**src/rtl/mem_bank_b_read_sequencer.sv**
```systemverilog
// Bank-B read sequencer: issues fixed-length read bursts, n per pass,
// for a number of passes. Each burst waits for downstream room first.
module mem_bank_b_read_sequencer #(
  parameter int ARRAY_WIDTH      = 4,
  parameter int BUS_WIDTH_BYTES  = 32,
  parameter int DATA_WIDTH_BYTES = 1
) (
  input  logic        clk,
  input  logic        reset,
  input  logic        start_i,
  input  logic        abort_i,
  input  logic [15:0] n,
  input  logic [15:0] passes,
  input  logic        ready_i,
  output logic        valid_o,
  output logic        last_o,
  output logic        pass_last_o,
  output logic        busy_o,
  output logic        done_o,
  output logic        aborted_o,
  output logic [31:0] beat_count_o
);

  localparam int BURST =
    BUS_WIDTH_BYTES / DATA_WIDTH_BYTES / ARRAY_WIDTH;
  localparam int BW = $clog2(BURST);
  localparam logic [BW-1:0] BEAT_LAST = BW'(BURST - 1);

  typedef enum logic [1:0] {
    IDLE,
    RUN,
    DONE
  } state_t;

  state_t        state;
  logic [BW-1:0] beat_idx;
  logic [15:0]   burst_idx;
  logic [15:0]   pass_idx;
  logic [15:0]   n_q;
  logic [15:0]   passes_q;

  logic [BW-1:0] beat_nxt;
  logic          burst_end;
  logic          final_burst;
  logic          final_pass;
  logic          gap;

  assign beat_nxt    = beat_idx + 1'b1;
  assign burst_end   = (beat_nxt == BEAT_LAST);
  assign final_burst = (burst_idx == n_q - 16'd1);
  assign final_pass  = (pass_idx == passes_q - 16'd1);
  // ready_i is only looked at between bursts
  assign gap         = !valid_o || last_o;

  always_ff @(posedge clk) begin
    if (reset) begin
      state        <= IDLE;
      beat_idx     <= '0;
      burst_idx    <= '0;
      pass_idx     <= '0;
      n_q          <= '0;
      passes_q     <= '0;
      valid_o      <= 1'b0;
      last_o       <= 1'b0;
      pass_last_o  <= 1'b0;
      busy_o       <= 1'b0;
      done_o       <= 1'b0;
      aborted_o    <= 1'b0;
      beat_count_o <= '0;
    end else begin
      unique case (state)
        IDLE: begin
          if (start_i && !abort_i) begin
            n_q          <= n;
            passes_q     <= passes;
            beat_idx     <= '0;
            burst_idx    <= '0;
            pass_idx     <= '0;
            beat_count_o <= '0;
            aborted_o    <= 1'b0;
            busy_o       <= 1'b1;
            if (n == 16'd0 || passes == 16'd0) begin
              state  <= DONE;
              done_o <= 1'b1;
            end else begin
              state <= RUN;
            end
          end
        end
        RUN: begin
          beat_count_o <= beat_count_o + 32'(valid_o);
          if (abort_i) begin
            state       <= IDLE;
            valid_o     <= 1'b0;
            last_o      <= 1'b0;
            pass_last_o <= 1'b0;
            busy_o      <= 1'b0;
            aborted_o   <= 1'b1;
          end else if (!gap) begin
            beat_idx    <= beat_nxt;
            last_o      <= burst_end;
            pass_last_o <= burst_end && final_burst;
          end else begin
            if (last_o) begin
              if (final_burst) begin
                burst_idx <= '0;
                pass_idx  <= pass_idx + 16'd1;
              end else begin
                burst_idx <= burst_idx + 16'd1;
              end
            end
            beat_idx    <= '0;
            last_o      <= 1'b0;
            pass_last_o <= 1'b0;
            if (pass_last_o && final_pass) begin
              state   <= DONE;
              valid_o <= 1'b0;
              done_o  <= 1'b1;
            end else begin
              valid_o <= ready_i;
            end
          end
        end
        DONE: begin
          state  <= IDLE;
          done_o <= 1'b0;
          busy_o <= 1'b0;
          if (abort_i) aborted_o <= 1'b1;
        end
        default: begin
          state   <= IDLE;
          valid_o <= 1'b0;
          busy_o  <= 1'b0;
          done_o  <= 1'b0;
        end
      endcase
    end
  end

endmodule

```
**config.mk**
```make
export PLATFORM = sky130hd
export DESIGN_NAME = mem_bank_b_read_sequencer
export DESIGN_NICKNAME = d
export VERILOG_FILES = /design/src/rtl/mem_bank_b_read_sequencer.sv
export SDC_FILE = /design/constraint.sdc
export NUM_CORES = 1
export LEC_CHECK = 0
export ABC_AREA = 1
export BUFFER_PORTS_ARGS = -buffer_cell sky130_fd_sc_hd__buf_2
export CAP_MARGIN = 30
export CORE_UTILIZATION = 50
export CTS_CLUSTER_SIZE = 25
export DETAILED_ROUTE_END_ITERATION = 8
export GPL_TIMING_DRIVEN = 0
export PLACE_DENSITY = 0.8
export SYNTH_ARGS = -nofsm -noshare
export SYNTH_HDL_FRONTEND = slang
export SYNTH_SLANG_ARGS = --single-unit
```
**constraint.sdc**
```tcl
create_clock -name clk -period 5.4 [get_ports clk]
set_input_delay 0.54 -clock clk [delete_from_list [all_inputs] [get_ports clk]]
set_output_delay 0.54 -clock clk [all_outputs]
set_load 0.02 [all_outputs]
```
==> flow_metrics.env <==
export IMPL_num_io_pins=75
export IMPL_r2r_slack_ns=2.87
export IMPL_dp_hpwl_microns=12790
export IMPL_cp_start_kind="flip-flop"
export IMPL_path_clk_slew_ns=0.07
export IMPL_clock_sinks=107
export IMPL_dp_cells=1212
export IMPL_rr_worst_depth=13
export IMPL_die_area_sq_mm=0.01319
export IMPL_cts_tree="yes"
export IMPL_grt_overflow=0
export IMPL_hp_class="in -> reg"
export IMPL_synth_fp_nets=1019
export IMPL_dp_slack_ns=2.905
export IMPL_clock_latency_ns=0.37
export IMPL_timing_fmax_ghz=0.3958
export IMPL_die_h_microns=114.8
export IMPL_power_density_mw_per_mm2=389.9
export IMPL_cts_resized=0
export IMPL_rows=40
export IMPL_max_stage_delay_ns=0.34
export IMPL_crit_path_max_fanout=10
export IMPL_worstHoldStart="n[6]"
export IMPL_layout_min_cycle_time_ns=2.526
export IMPL_whs_path_depth=3
export IMPL_drc=0
export IMPL_dieWidth_microns=114.8
export IMPL_via_count=6622
export IMPL_groute_usage_overall_pct=27.16
export IMPL_ir_drop_v=0.0002527
export IMPL_hold_end="n_q[6]"
export IMPL_rsz0062_at_grt="no"
export IMPL_multi_input_area_sq_mm=0.003659
export IMPL_grt_max_degree=19
export IMPL_cp_cell_sequence="inv_1 > ha_1 > nand3_2 > nor2_1 > xor2_1 > nand3_1 > nor3_1 > nand2_1 > nand2_4 > nand2_4 > nand2_2 > buf_6 > nor3_1"
export IMPL_drive_gt1_share_pct=11.79
export IMPL_leakagePower_nw=3.082
export IMPL_relSlewSlack_pct=46.35
export IMPL_numPortBuffers=73
export IMPL_clock_root_buffer="clkbuf_16"
export IMPL_rr_endpoint="burst_idx[14]"
export IMPL_fin_worst_skew_ns=0.01081
export IMPL_setup_violations_final=0
export IMPL_n_fill_cell=1228
export IMPL_arrival_ns=2.79
export IMPL_clockBufferDepth=2
export IMPL_drv_slew=0
export IMPL_ys_ff_latch=107
export IMPL_routed_wl_microns=17220
export IMPL_finalSetupTns_ns=0
export IMPL_wl_per_cell_microns=14.03
export IMPL_worst_slew_pin_transition_ns=0.7975
export IMPL_cpMaxStageDelayCell="dfxtp_1"
export IMPL_final_cell_count_no_fill=1228
export IMPL_crit_required_ns=5.66
export IMPL_drtPass1Iterations=5
export IMPL_grt_pass1_vias=5935
export IMPL_ant_nets=0
export IMPL_cts_setup_buffers=0
export IMPL_synth_avg_cell_area_sq_um=6.556
export IMPL_cts_buffers=9
export IMPL_synthesis_instances=971
export IMPL_layout_commonest_cell="nand2_1"
export IMPL_synth_cell_types=41
export IMPL_synthesis_area_sq_mm=0.006366
export IMPL_fin_ws_ns=2.874
export IMPL_final_cell_mix="210 x nand2_1, 116 x nor2_1, 113 x inv_1"
export IMPL_timing_rr_start="n_q[0]"
export IMPL_syn_to_final_growth_pct=13.78
export IMPL_met3_length_microns=1346
export IMPL_status="complete, no violations"
export IMPL_gp_congestion=0.8843
export IMPL_end_kind="flip-flop"
export IMPL_regArea_sq_mm=0.002142
export IMPL_min_period_over_period_pct=46.78
export IMPL_yosysWarningCount=0
export IMPL_path_class="reg -> reg"
export IMPL_route_top_layer_used="met4"
export IMPL_cap_violations=0
export IMPL_wl_met2_microns=7694
export IMPL_grt_pass1_wl_microns=28190
export IMPL_hold_viol_final=0
export IMPL_synth_seq_area_share_pct=33.65
export IMPL_start_util_pct=52.13
export IMPL_grt_antenna_before_repair=0
export IMPL_antennaDiodeCount=0
export IMPL_core_sq_mm=0.01221
export IMPL_wl_met1_microns=7929
export IMPL_nets=1103
export IMPL_drtIter0Drc=558
export IMPL_holdBufCountCts=0
export IMPL_final_core_util_pct=59.31
export IMPL_via_per_inst=5.393
export IMPL_h_tree_depth=3
==> power breakdown <==
group	internal, mW	total (mW)	leakage, nW	switching [mW]
combinational	0.384	1.20	2.07	0.817
sequential	0.865	0.937	0.868	0.0721
clock	0.366	0.686	0.149	0.321
==> cell usage after synthesis, drive strengths merged <==
cell type  count  area, sq um
nor2         125        511.7
ha            11        137.6
nand3         78        410.4
xnor2         19        166.4
a21oi         90        450.4
dfxtp        107         2142
o211a          1        10.01
buf            6        40.03
and3           3        18.77
or3            1        6.260
inv          117        439.2
a221oi         1        8.760
a211oi         3        22.52
xor2          27        236.5
o21a           3        22.52
nor3          37        201.5
nand4         23        150.1
o21bai         2        15.01
or2            5        31.28
nand3b         7        52.55
o21ai         50        254.0
clkbuf        23        86.33
nor4          11        68.82
nand2        216        840.8
nor3b          5        42.54
==> critical path: cells and delay by family (launching register included) <==
family                     cells  cell delay [ns]
xor gates and xnor gates       1             0.23
adders and majority gates      1             0.21
buffers and inverters          2             0.28
DFF                            1             0.34
and+or+nand+nor                9             1.35
==> state kept, by name, summed over array words and instances, names as in the netlist <==
name and count:
beat_count_o 32, burst_idx 16, n_q 16, pass_idx 16, passes_q 16, beat_idx 3, state 2, aborted_o 1
busy_o 1, done_o 1, last_o 1, pass_last_o 1, valid_o 1
==> metal layers <==
metal	vias up	GRT usage (%)
met5	-	0
met4	0	9.177
met3	22	6.220
met2	227	43.35
met1	3033	36.19
li1	3340	-
==> per-stage QoR <==
stage,power (mW),hold slack [ns],instance area [sq um]
after detailed placement,2.121,0.4517,6942
final,2.824,0.4277,7243
after global placement,2.093,0.4338,6942
after CTS,2.811,0.4269,7243
after global routing,3.012,0.4514,7243
after floorplan,1.838,0.4480,6366
==> kinds of logic after synthesis <==
| family | share of synthesized area, % |
|---|---|
| XOR/XNOR | 6.329 |
| adder cells (fa/ha/maj) | 2.162 |
| buffers and inverters | 8.883 |
| flip-flops | 33.65 |
| AND/OR/NAND/NOR | 36.67 |
| AO/OA/AOI/OAI | 12.30 |
==> how the worst max path moves through the flow <==
stage / startpoint / to / slack [ns]
after detailed placement: n_q[0] / burst_idx[15] / 2.90
after global placement: n_q[0] / burst_idx[14] / 2.97
after global routing: n_q[0] / burst_idx[15] / 2.67
after floorplan: state[0] / beat_count_o[24] / 3.38
after CTS: n_q[0] / burst_idx[15] / 2.89
final: n_q[0] / burst_idx[14] / 2.87
==> area by class of cell <==
type,count,share of cell area (%)
multi-input cells,718,50.51
clock buffers,10,3.161
repair buffers,73,5.044
plain buffers,29,1.745
clock inverters,6,1.002
inverters,117,6.063
well taps,168,2.902
flip-flops and latches,107,29.57
(Power assumes the default switching activity.)
